### src/rtl/lockon_track_manager.sv
// rtl/lockon_track_manager.sv - gated nearest-distance multi-target tracker with per-slot lock FSM
module lockon_track_manager #(
  parameter int NUM_TRACKS   = 4,
  parameter int X_W          = 8,
  parameter int Y_W          = 7,
  parameter int GATE         = 8,
  parameter int LOCK_FRAMES  = 3,
  parameter int COAST_FRAMES = 4,
  parameter int SMOOTH       = 0,
  localparam int IDX_W       = $clog2(NUM_TRACKS)
) (
  input  logic             clk,
  input  logic             reset,
  input  logic             frame_start,
  input  logic             det_valid,
  output logic             det_ready,
  input  logic [X_W-1:0]   det_x,
  input  logic [Y_W-1:0]   det_y,
  input  logic [IDX_W-1:0] rd_idx,
  output logic [X_W-1:0]   rd_x,
  output logic [Y_W-1:0]   rd_y,
  output logic [1:0]       rd_state,
  output logic [X_W-1:0]   tgt_x,
  output logic [Y_W-1:0]   tgt_y,
  output logic             tgt_valid,
  output logic             lock_on,
  output logic [3:0]       num_locked,
  output logic [7:0]       drop_cnt
);

  // Distance wide enough that |dx|+|dy| never wraps.
  localparam int D_W = ((X_W > Y_W) ? X_W : Y_W) + 1;

  typedef enum logic [1:0] {S_FREE = 2'd0, S_TENT = 2'd1, S_LOCKED = 2'd2, S_COAST = 2'd3} slot_state_e;
  typedef enum logic [1:0] {C_IDLE, C_SCAN, C_COMMIT, C_UPDATE} ctrl_e;

  ctrl_e            ctrl_q;
  logic             frame_pend_q;
  logic [X_W-1:0]   det_x_q;
  logic [Y_W-1:0]   det_y_q;
  logic [IDX_W-1:0] scan_idx_q;
  logic             best_found_q;
  logic [IDX_W-1:0] best_idx_q;
  logic [D_W-1:0]   best_dist_q;
  logic             free_found_q;
  logic [IDX_W-1:0] free_idx_q;

  slot_state_e      slot_state_q [NUM_TRACKS];
  logic [X_W-1:0]   slot_x_q     [NUM_TRACKS];
  logic [Y_W-1:0]   slot_y_q     [NUM_TRACKS];
  logic [3:0]       hit_cnt_q    [NUM_TRACKS];
  logic [3:0]       miss_cnt_q   [NUM_TRACKS];
  logic             hit_flag_q   [NUM_TRACKS];
  logic             alloc_flag_q [NUM_TRACKS];

  logic [7:0]       drop_cnt_q;
  logic [X_W-1:0]   tgt_x_q;
  logic [Y_W-1:0]   tgt_y_q;
  logic             tgt_valid_q;
  logic             lock_on_q;
  logic [3:0]       num_locked_q;
  logic [X_W-1:0]   rd_x_q;
  logic [Y_W-1:0]   rd_y_q;
  logic [1:0]       rd_state_q;

  logic [X_W-1:0]   scan_dx;
  logic [Y_W-1:0]   scan_dy;
  logic [D_W-1:0]   scan_dist;
  logic             scan_cand;
  logic             scan_better;
  logic [X_W:0]     sum_x;
  logic [Y_W:0]     sum_y;
  logic [X_W-1:0]   hit_x_d;
  logic [Y_W-1:0]   hit_y_d;

  slot_state_e      state_upd_d [NUM_TRACKS];
  logic [3:0]       hit_upd_d   [NUM_TRACKS];
  logic [3:0]       miss_upd_d  [NUM_TRACKS];
  logic [3:0]       miss_n;
  logic [3:0]       num_locked_d;
  logic             tgt_found_d;
  logic [3:0]       tgt_best_hit;
  logic [X_W-1:0]   tgt_x_d;
  logic [Y_W-1:0]   tgt_y_d;

  assign det_ready  = (ctrl_q == C_IDLE) && !frame_pend_q && !frame_start && !reset;
  assign rd_x       = rd_x_q;
  assign rd_y       = rd_y_q;
  assign rd_state   = rd_state_q;
  assign tgt_x      = tgt_x_q;
  assign tgt_y      = tgt_y_q;
  assign tgt_valid  = tgt_valid_q;
  assign lock_on    = lock_on_q;
  assign num_locked = num_locked_q;
  assign drop_cnt   = drop_cnt_q;

  // Distance of the slot under scan and the position a hit on the best slot would take.
  always_comb begin
    scan_dx     = (slot_x_q[scan_idx_q] >= det_x_q) ? slot_x_q[scan_idx_q] - det_x_q
                                                    : det_x_q - slot_x_q[scan_idx_q];
    scan_dy     = (slot_y_q[scan_idx_q] >= det_y_q) ? slot_y_q[scan_idx_q] - det_y_q
                                                    : det_y_q - slot_y_q[scan_idx_q];
    scan_dist   = D_W'(scan_dx) + D_W'(scan_dy);
    scan_cand   = (slot_state_q[scan_idx_q] != S_FREE) && !hit_flag_q[scan_idx_q] &&
                  (32'(scan_dist) <= GATE);
    scan_better = scan_cand && (!best_found_q || (scan_dist < best_dist_q));
    sum_x       = {1'b0, slot_x_q[best_idx_q]} + {1'b0, det_x_q};
    sum_y       = {1'b0, slot_y_q[best_idx_q]} + {1'b0, det_y_q};
    hit_x_d     = (SMOOTH != 0) ? sum_x[X_W:1] : det_x_q;
    hit_y_d     = (SMOOTH != 0) ? sum_y[Y_W:1] : det_y_q;
  end

  // Frame-boundary slot transitions and primary target selection from the post-update state.
  always_comb begin
    miss_n       = '0;
    num_locked_d = '0;
    tgt_found_d  = 1'b0;
    tgt_best_hit = '0;
    tgt_x_d      = tgt_x_q;
    tgt_y_d      = tgt_y_q;
    for (int i = 0; i < NUM_TRACKS; i++) begin
      state_upd_d[i] = slot_state_q[i];
      hit_upd_d[i]   = hit_cnt_q[i];
      miss_upd_d[i]  = miss_cnt_q[i];
      miss_n         = (miss_cnt_q[i] == 4'd15) ? 4'd15 : miss_cnt_q[i] + 4'd1;
      if (hit_flag_q[i]) begin
        // A slot born this frame already carries its first hit.
        if (!alloc_flag_q[i]) begin
          hit_upd_d[i] = (hit_cnt_q[i] == 4'd15) ? 4'd15 : hit_cnt_q[i] + 4'd1;
        end
        miss_upd_d[i] = '0;
        if ((slot_state_q[i] == S_COAST) ||
            ((slot_state_q[i] == S_TENT) && (32'(hit_upd_d[i]) >= LOCK_FRAMES))) begin
          state_upd_d[i] = S_LOCKED;
        end
      end else begin
        case (slot_state_q[i])
          S_TENT: begin
            state_upd_d[i] = S_FREE;
            hit_upd_d[i]   = '0;
            miss_upd_d[i]  = '0;
          end
          S_LOCKED: begin
            state_upd_d[i] = S_COAST;
            miss_upd_d[i]  = 4'd1;
          end
          S_COAST: begin
            if (32'(miss_n) >= COAST_FRAMES) begin
              state_upd_d[i] = S_FREE;
              hit_upd_d[i]   = '0;
              miss_upd_d[i]  = '0;
            end else begin
              miss_upd_d[i]  = miss_n;
            end
          end
          default: ;
        endcase
      end
      if (state_upd_d[i] == S_LOCKED) begin
        num_locked_d = num_locked_d + 4'd1;
      end
      if (((state_upd_d[i] == S_LOCKED) || (state_upd_d[i] == S_COAST)) &&
          (!tgt_found_d || (hit_upd_d[i] > tgt_best_hit))) begin
        tgt_found_d  = 1'b1;
        tgt_best_hit = hit_upd_d[i];
        tgt_x_d      = slot_x_q[i];
        tgt_y_d      = slot_y_q[i];
      end
    end
  end

  // Control FSM, slot table, counters and registered outputs.
  always_ff @(posedge clk) begin
    if (reset) begin
      ctrl_q       <= C_IDLE;
      frame_pend_q <= 1'b0;
      det_x_q      <= '0;
      det_y_q      <= '0;
      scan_idx_q   <= '0;
      best_found_q <= 1'b0;
      best_idx_q   <= '0;
      best_dist_q  <= '0;
      free_found_q <= 1'b0;
      free_idx_q   <= '0;
      drop_cnt_q   <= '0;
      tgt_x_q      <= '0;
      tgt_y_q      <= '0;
      tgt_valid_q  <= 1'b0;
      lock_on_q    <= 1'b0;
      num_locked_q <= '0;
      rd_x_q       <= '0;
      rd_y_q       <= '0;
      rd_state_q   <= '0;
      for (int i = 0; i < NUM_TRACKS; i++) begin
        slot_state_q[i] <= S_FREE;
        slot_x_q[i]     <= '0;
        slot_y_q[i]     <= '0;
        hit_cnt_q[i]    <= '0;
        miss_cnt_q[i]   <= '0;
        hit_flag_q[i]   <= 1'b0;
        alloc_flag_q[i] <= 1'b0;
      end
    end else begin
      rd_x_q     <= slot_x_q[rd_idx];
      rd_y_q     <= slot_y_q[rd_idx];
      rd_state_q <= slot_state_q[rd_idx];
      case (ctrl_q)
        C_IDLE: begin
          if (frame_start || frame_pend_q) begin
            frame_pend_q <= 1'b0;
            ctrl_q       <= C_UPDATE;
          end else if (det_valid) begin
            det_x_q      <= det_x;
            det_y_q      <= det_y;
            scan_idx_q   <= '0;
            best_found_q <= 1'b0;
            best_idx_q   <= '0;
            best_dist_q  <= '0;
            free_found_q <= 1'b0;
            free_idx_q   <= '0;
            ctrl_q       <= C_SCAN;
          end
        end
        C_SCAN: begin
          if (frame_start) begin
            frame_pend_q <= 1'b1;
          end
          if (scan_better) begin
            best_found_q <= 1'b1;
            best_idx_q   <= scan_idx_q;
            best_dist_q  <= scan_dist;
          end
          if (!free_found_q && (slot_state_q[scan_idx_q] == S_FREE)) begin
            free_found_q <= 1'b1;
            free_idx_q   <= scan_idx_q;
          end
          if (scan_idx_q == IDX_W'(NUM_TRACKS - 1)) begin
            ctrl_q <= C_COMMIT;
          end else begin
            scan_idx_q <= scan_idx_q + 1'b1;
          end
        end
        C_COMMIT: begin
          if (best_found_q) begin
            hit_flag_q[best_idx_q] <= 1'b1;
            slot_x_q[best_idx_q]   <= hit_x_d;
            slot_y_q[best_idx_q]   <= hit_y_d;
          end else if (free_found_q) begin
            slot_state_q[free_idx_q] <= S_TENT;
            slot_x_q[free_idx_q]     <= det_x_q;
            slot_y_q[free_idx_q]     <= det_y_q;
            hit_cnt_q[free_idx_q]    <= 4'd1;
            miss_cnt_q[free_idx_q]   <= '0;
            hit_flag_q[free_idx_q]   <= 1'b1;
            alloc_flag_q[free_idx_q] <= 1'b1;
          end else if (drop_cnt_q != 8'd255) begin
            drop_cnt_q <= drop_cnt_q + 8'd1;
          end
          if (frame_pend_q) begin
            frame_pend_q <= 1'b0;
            ctrl_q       <= C_UPDATE;
          end else begin
            if (frame_start) begin
              frame_pend_q <= 1'b1;
            end
            ctrl_q <= C_IDLE;
          end
        end
        C_UPDATE: begin
          frame_pend_q <= frame_start;
          for (int i = 0; i < NUM_TRACKS; i++) begin
            slot_state_q[i] <= state_upd_d[i];
            hit_cnt_q[i]    <= hit_upd_d[i];
            miss_cnt_q[i]   <= miss_upd_d[i];
            hit_flag_q[i]   <= 1'b0;
            alloc_flag_q[i] <= 1'b0;
          end
          tgt_valid_q  <= tgt_found_d;
          tgt_x_q      <= tgt_x_d;
          tgt_y_q      <= tgt_y_d;
          lock_on_q    <= (num_locked_d != 4'd0);
          num_locked_q <= num_locked_d;
          ctrl_q       <= C_IDLE;
        end
        default: ctrl_q <= C_IDLE;
      endcase
    end
  end

endmodule
### config.mk
export PLATFORM = sky130hd
export DESIGN_NAME = lockon_track_manager
export DESIGN_NICKNAME = d
export VERILOG_FILES = /design/src/rtl/lockon_track_manager.sv
export SDC_FILE = /design/constraint.sdc
export NUM_CORES = 1
export LEC_CHECK = 0
export ABC_AREA = 1
export ABC_CLOCK_PERIOD_IN_PS = 6100
export CORE_AREA = 2 2 249 128
export CTS_CLUSTER_SIZE = 28
export DETAILED_ROUTE_END_ITERATION = 6
export DIE_AREA = 0 0 251 130
export DONT_BUFFER_PORTS = 1
export PLACE_DENSITY = 0.53
export SETUP_SLACK_MARGIN = 0.5
export SLEW_MARGIN = 25
export SYNTH_ARGS = -nofsm -noshare
export SYNTH_HDL_FRONTEND = slang
export SYNTH_SLANG_ARGS = --single-unit
### constraint.sdc
create_clock -name clk -period 6.1 [get_ports clk]
set_input_delay 0.61 -clock clk [delete_from_list [all_inputs] [get_ports clk]]
set_output_delay 0.61 -clock clk [all_outputs]
set_load 0.02 [all_outputs]
==> run_results.csv <==
group,metric,value,unit
timing,relSlewSlack,34.89,%
route,totalWireLength,38160,um
global_routing,grt_pass1_vias,9676,
timing,worstMarginPinSlew,0.9742,ns
cells_and_area,instances_no_fill,2063,
cells_and_area,diodes,0,
synthesis,yosys.cell_types.count,59,
power_and_ir_drop,p_int,2743,uW
synthesis,yosysMostFrequentCell,"nand2_1",
route,dr.pass1.iters,5,
place,place_area,12400,um^2
timing,hold_viol,0,
synthesis,synth_largest_area_cell,"dfxtp_1",
cells_and_area,num-fill-cells,3128,
setup_path,slowest_stage,"dfxtp_4",
setup_path,crit_type,"flop to flop",
power_and_ir_drop,ir_drop,0.0002998,V
cts,cts_hold_buf,0,
synthesis,yosys-top-cells-area,"dfxtp_1 (22%), edfxtp_1 (15%), nand2_1 (9.9%)",
cts,clk_pin_slew_worst_paths,0.08,ns
status,status,"completed",
timing,clock-skew-final,0.01584,ns
route,drtIter0Drc,1080,
power_and_ir_drop,power.density,362.8,nW/um^2
setup_path,cp_common_cell,"nand2_1",
setup_path,critPathRequiredTime,6.46,ns
setup_path,critical_path_arrival,5.53,ns
synthesis,synth_nets,1747,
die,std_cell_rows,46,
route,via_per_inst,5.322,
die,fp.dieH,130,um
synthesis,async_flop_share,0,%
route,wire_per_inst,18.50,um
cells_and_area,drive_gt1_share,9.909,%
setup_path,endpoint_kind,"flop",
synthesis,synth_top_area_share,21.73,%
route,ant_nets,0,
power_and_ir_drop,pwr-share-comb,46.4,%
cts,clkLatencyLatePin,0.46,ns
die,io_pins,68,
global_routing,grt_max_degree,58,
cts,cts_root_buf,"clkbuf_16",
power_and_ir_drop,fin_total_pwr,4799,uW
global_routing,grt_antenna_before_repair,0,
die,start_util,39.13,%
synthesis,syn_area,12070,um^2
timing,rsz0062_at_grt,"false",
cts,cts_buffers,17,
power_and_ir_drop,p_clk_share,24.0,%
route,drc,0,
power_and_ir_drop,p_sw,2056,uW
cts,cts.sinks,191,
timing,slew_violations,0,
synthesis,synth-edff-count,60,
timing,setup_violations,0,
timing,period_share,84.87,%
power_and_ir_drop,p_sw_share,42.84,%
timing,max_freq,193.2,MHz
synthesis,synth_area_per_cell,7.302,um^2
hold_path,hold_path_class,"input port to flop",
cts,clockBufferDepth,2,
place,dp.cells,2019,
power_and_ir_drop,seq_power_share,29.6,%
cells_and_area,finalNetCount,1736,
die,fp.dieW,251,um
synthesis,synth-seq-cells,191,
synthesis,ys_seq_area_share,36.65,%
global_routing,grt.overflow.total,0,
timing,fin_setup_tns,0,ns
synthesis,synth_warnings,0,
global_routing,grt_first_pass_wirelength,57980,um
synthesis,synth_ff_type,"dfxtp_1",
cells_and_area,area_delta_synth_final,9.589,%
synthesis,synth_cells,1653,
setup_path,max_stage_delay,0.39,ns
power_and_ir_drop,p_leak,0.005735,uW
global_routing,grt.total_usage,23.41,%
cells_and_area,fin_area,13230,um^2
place,dp_hpwl,27930,um
cts,htreeDepth,4,
die,core_region_area,30850,um^2
place,place_congestion,0.9411,
flow_run,max_cap_viol_count,0,
place,io_buffers,0,
cts,cts_tree,"yes",
setup_path,startpoint_type,"flop",
setup_path,cp_max_fo,12,
route,via_count,10980,
synthesis,synthTopCellsByCount,"nand2_1 (317), inv_1 (234), a21oi_1 (185), nor2_1 (147), dfxtp_1 (131)",
die,die_area,32630,um^2
timing,period_minus_slack,5.177,ns
per-stage QoR:
step	hold WS [ns]	setup WS [ns]	util [%]
CTS	0.1895	0.6078	42.13
finish	0.2067	0.9231	42.88
global placement	0.4416	0.4506	40.20
floorplan	0.4289	1.188	-
global route	0.1801	0.4545	42.88
detailed placement	0.4412	0.4835	40.20
worst paths after layout:
| kind | cells after the start | slack [ns] | from | end |
|---|---|---|---|---|
| worst min register to register | 2 | 0.45 | best_dist_q[4] | best_dist_q[4] |
| worst max register to register | 32 | 0.92 | flop | best_idx_q[0] |
| worst max-delay path | 32 | 0.92 | flop | best_idx_q[0] |
| worst min-delay path | 1 | 0.21 | reset | drop_cnt[6] |
critical path: cells and delay by family (launching register included):
kind                       cells  cell delay (ns)
AOI/OAI and AO/OA              8             1.16
and+or+nand+nor               11             1.11
adders and majority gates      3             1.01
buffers and inverters          7             0.82
xor gates and xnor gates       2             0.44
DFF                            1             0.39
muxes                          1             0.16
registers in the layout, summed over array words and instances, names as in the netlist, 9 cells and up, named ones only:
register and count:
best_dist_q 9, slot_x_q 32, slot_y_q 28, miss_cnt_q 16
hit_cnt_q 16
layout by cell type (no fill, tap or decap), types with 4 or more instances in the layout:
cell type and n:
ha_1 65, a211oi_1 4, inv_2 14, dfxtp_1 128
nand2_1 314, nand2_4 10, buf_4 25, a21oi_1 182
a32oi_1 11, nand4_1 13, clkbuf_16 19, nor2_2 19
nand2_2 10, nor2_1 146, inv_1 233, inv_6 7
edfxtp_1 60, o21bai_1 18, nor2_4 11, nand3b_1 7
o21ai_1 9, nand3_1 127, fa_1 5, o221ai_1 5
nor3_1 16, xor2_1 15, o21ai_2 9, o21ai_0 96
o211ai_1 6
what timing repair did:
| action | 4_1_cts | 5_1_grt |
|---|---|---|
| setup buffers | 0 | 10 |
| setup endpoints to repair | 9 | 27 |
| resized for setup | 1 | 31 |
| pin swaps | 0 | 6 |
| gates cloned | 0 | 2 |
power by group through the flow:
stage          Combinational, uW  Sequential (uW)  Clock [uW]
2_1_floorplan               1560             1430           0
3_3_place_gp                2120             1440           0
3_5_place_dp                2090             1440           0
4_1_cts                     2100             1410        1180
5_1_grt                     2530             1430        1220
6_report                    2230             1420        1150
final cells by class:
class	count	area (um^2)	share of cell area (%)
Clock buffer	19	454.2	3.434
Clock inverter	13	136.4	1.031
Inverter	252	953.4	7.208
Multi-Input combinational cell	1152	6490	49.06
Sequential cell	191	4431	33.49
Tap cell	408	510.5	3.859
Timing Repair Buffer	28	252.7	1.911
logic make-up after synthesis:
kind of cell / Yosys count / share of synthesized area [%]
DFF: 191 / 36.65
and+or+nand+nor: 689 / 26.14
adders and majority gates: 73 / 7.878
buffers and inverters: 311 / 10.56
xor gates and xnor gates: 18 / 1.306
muxes: 4 / 0.3524
AOI/OAI and AO/OA: 367 / 17.10
per-layer routing:
layer	wire length [um]	vias to the layer above	GRT usage, %
met2	14420	435	30.93
met4	297	0	4.167
met3	3554	27	6.423
met5	0	-	0
li1	-	5440	-
met1	19890	5077	37.10
Power figures use the tool's default switching activity.
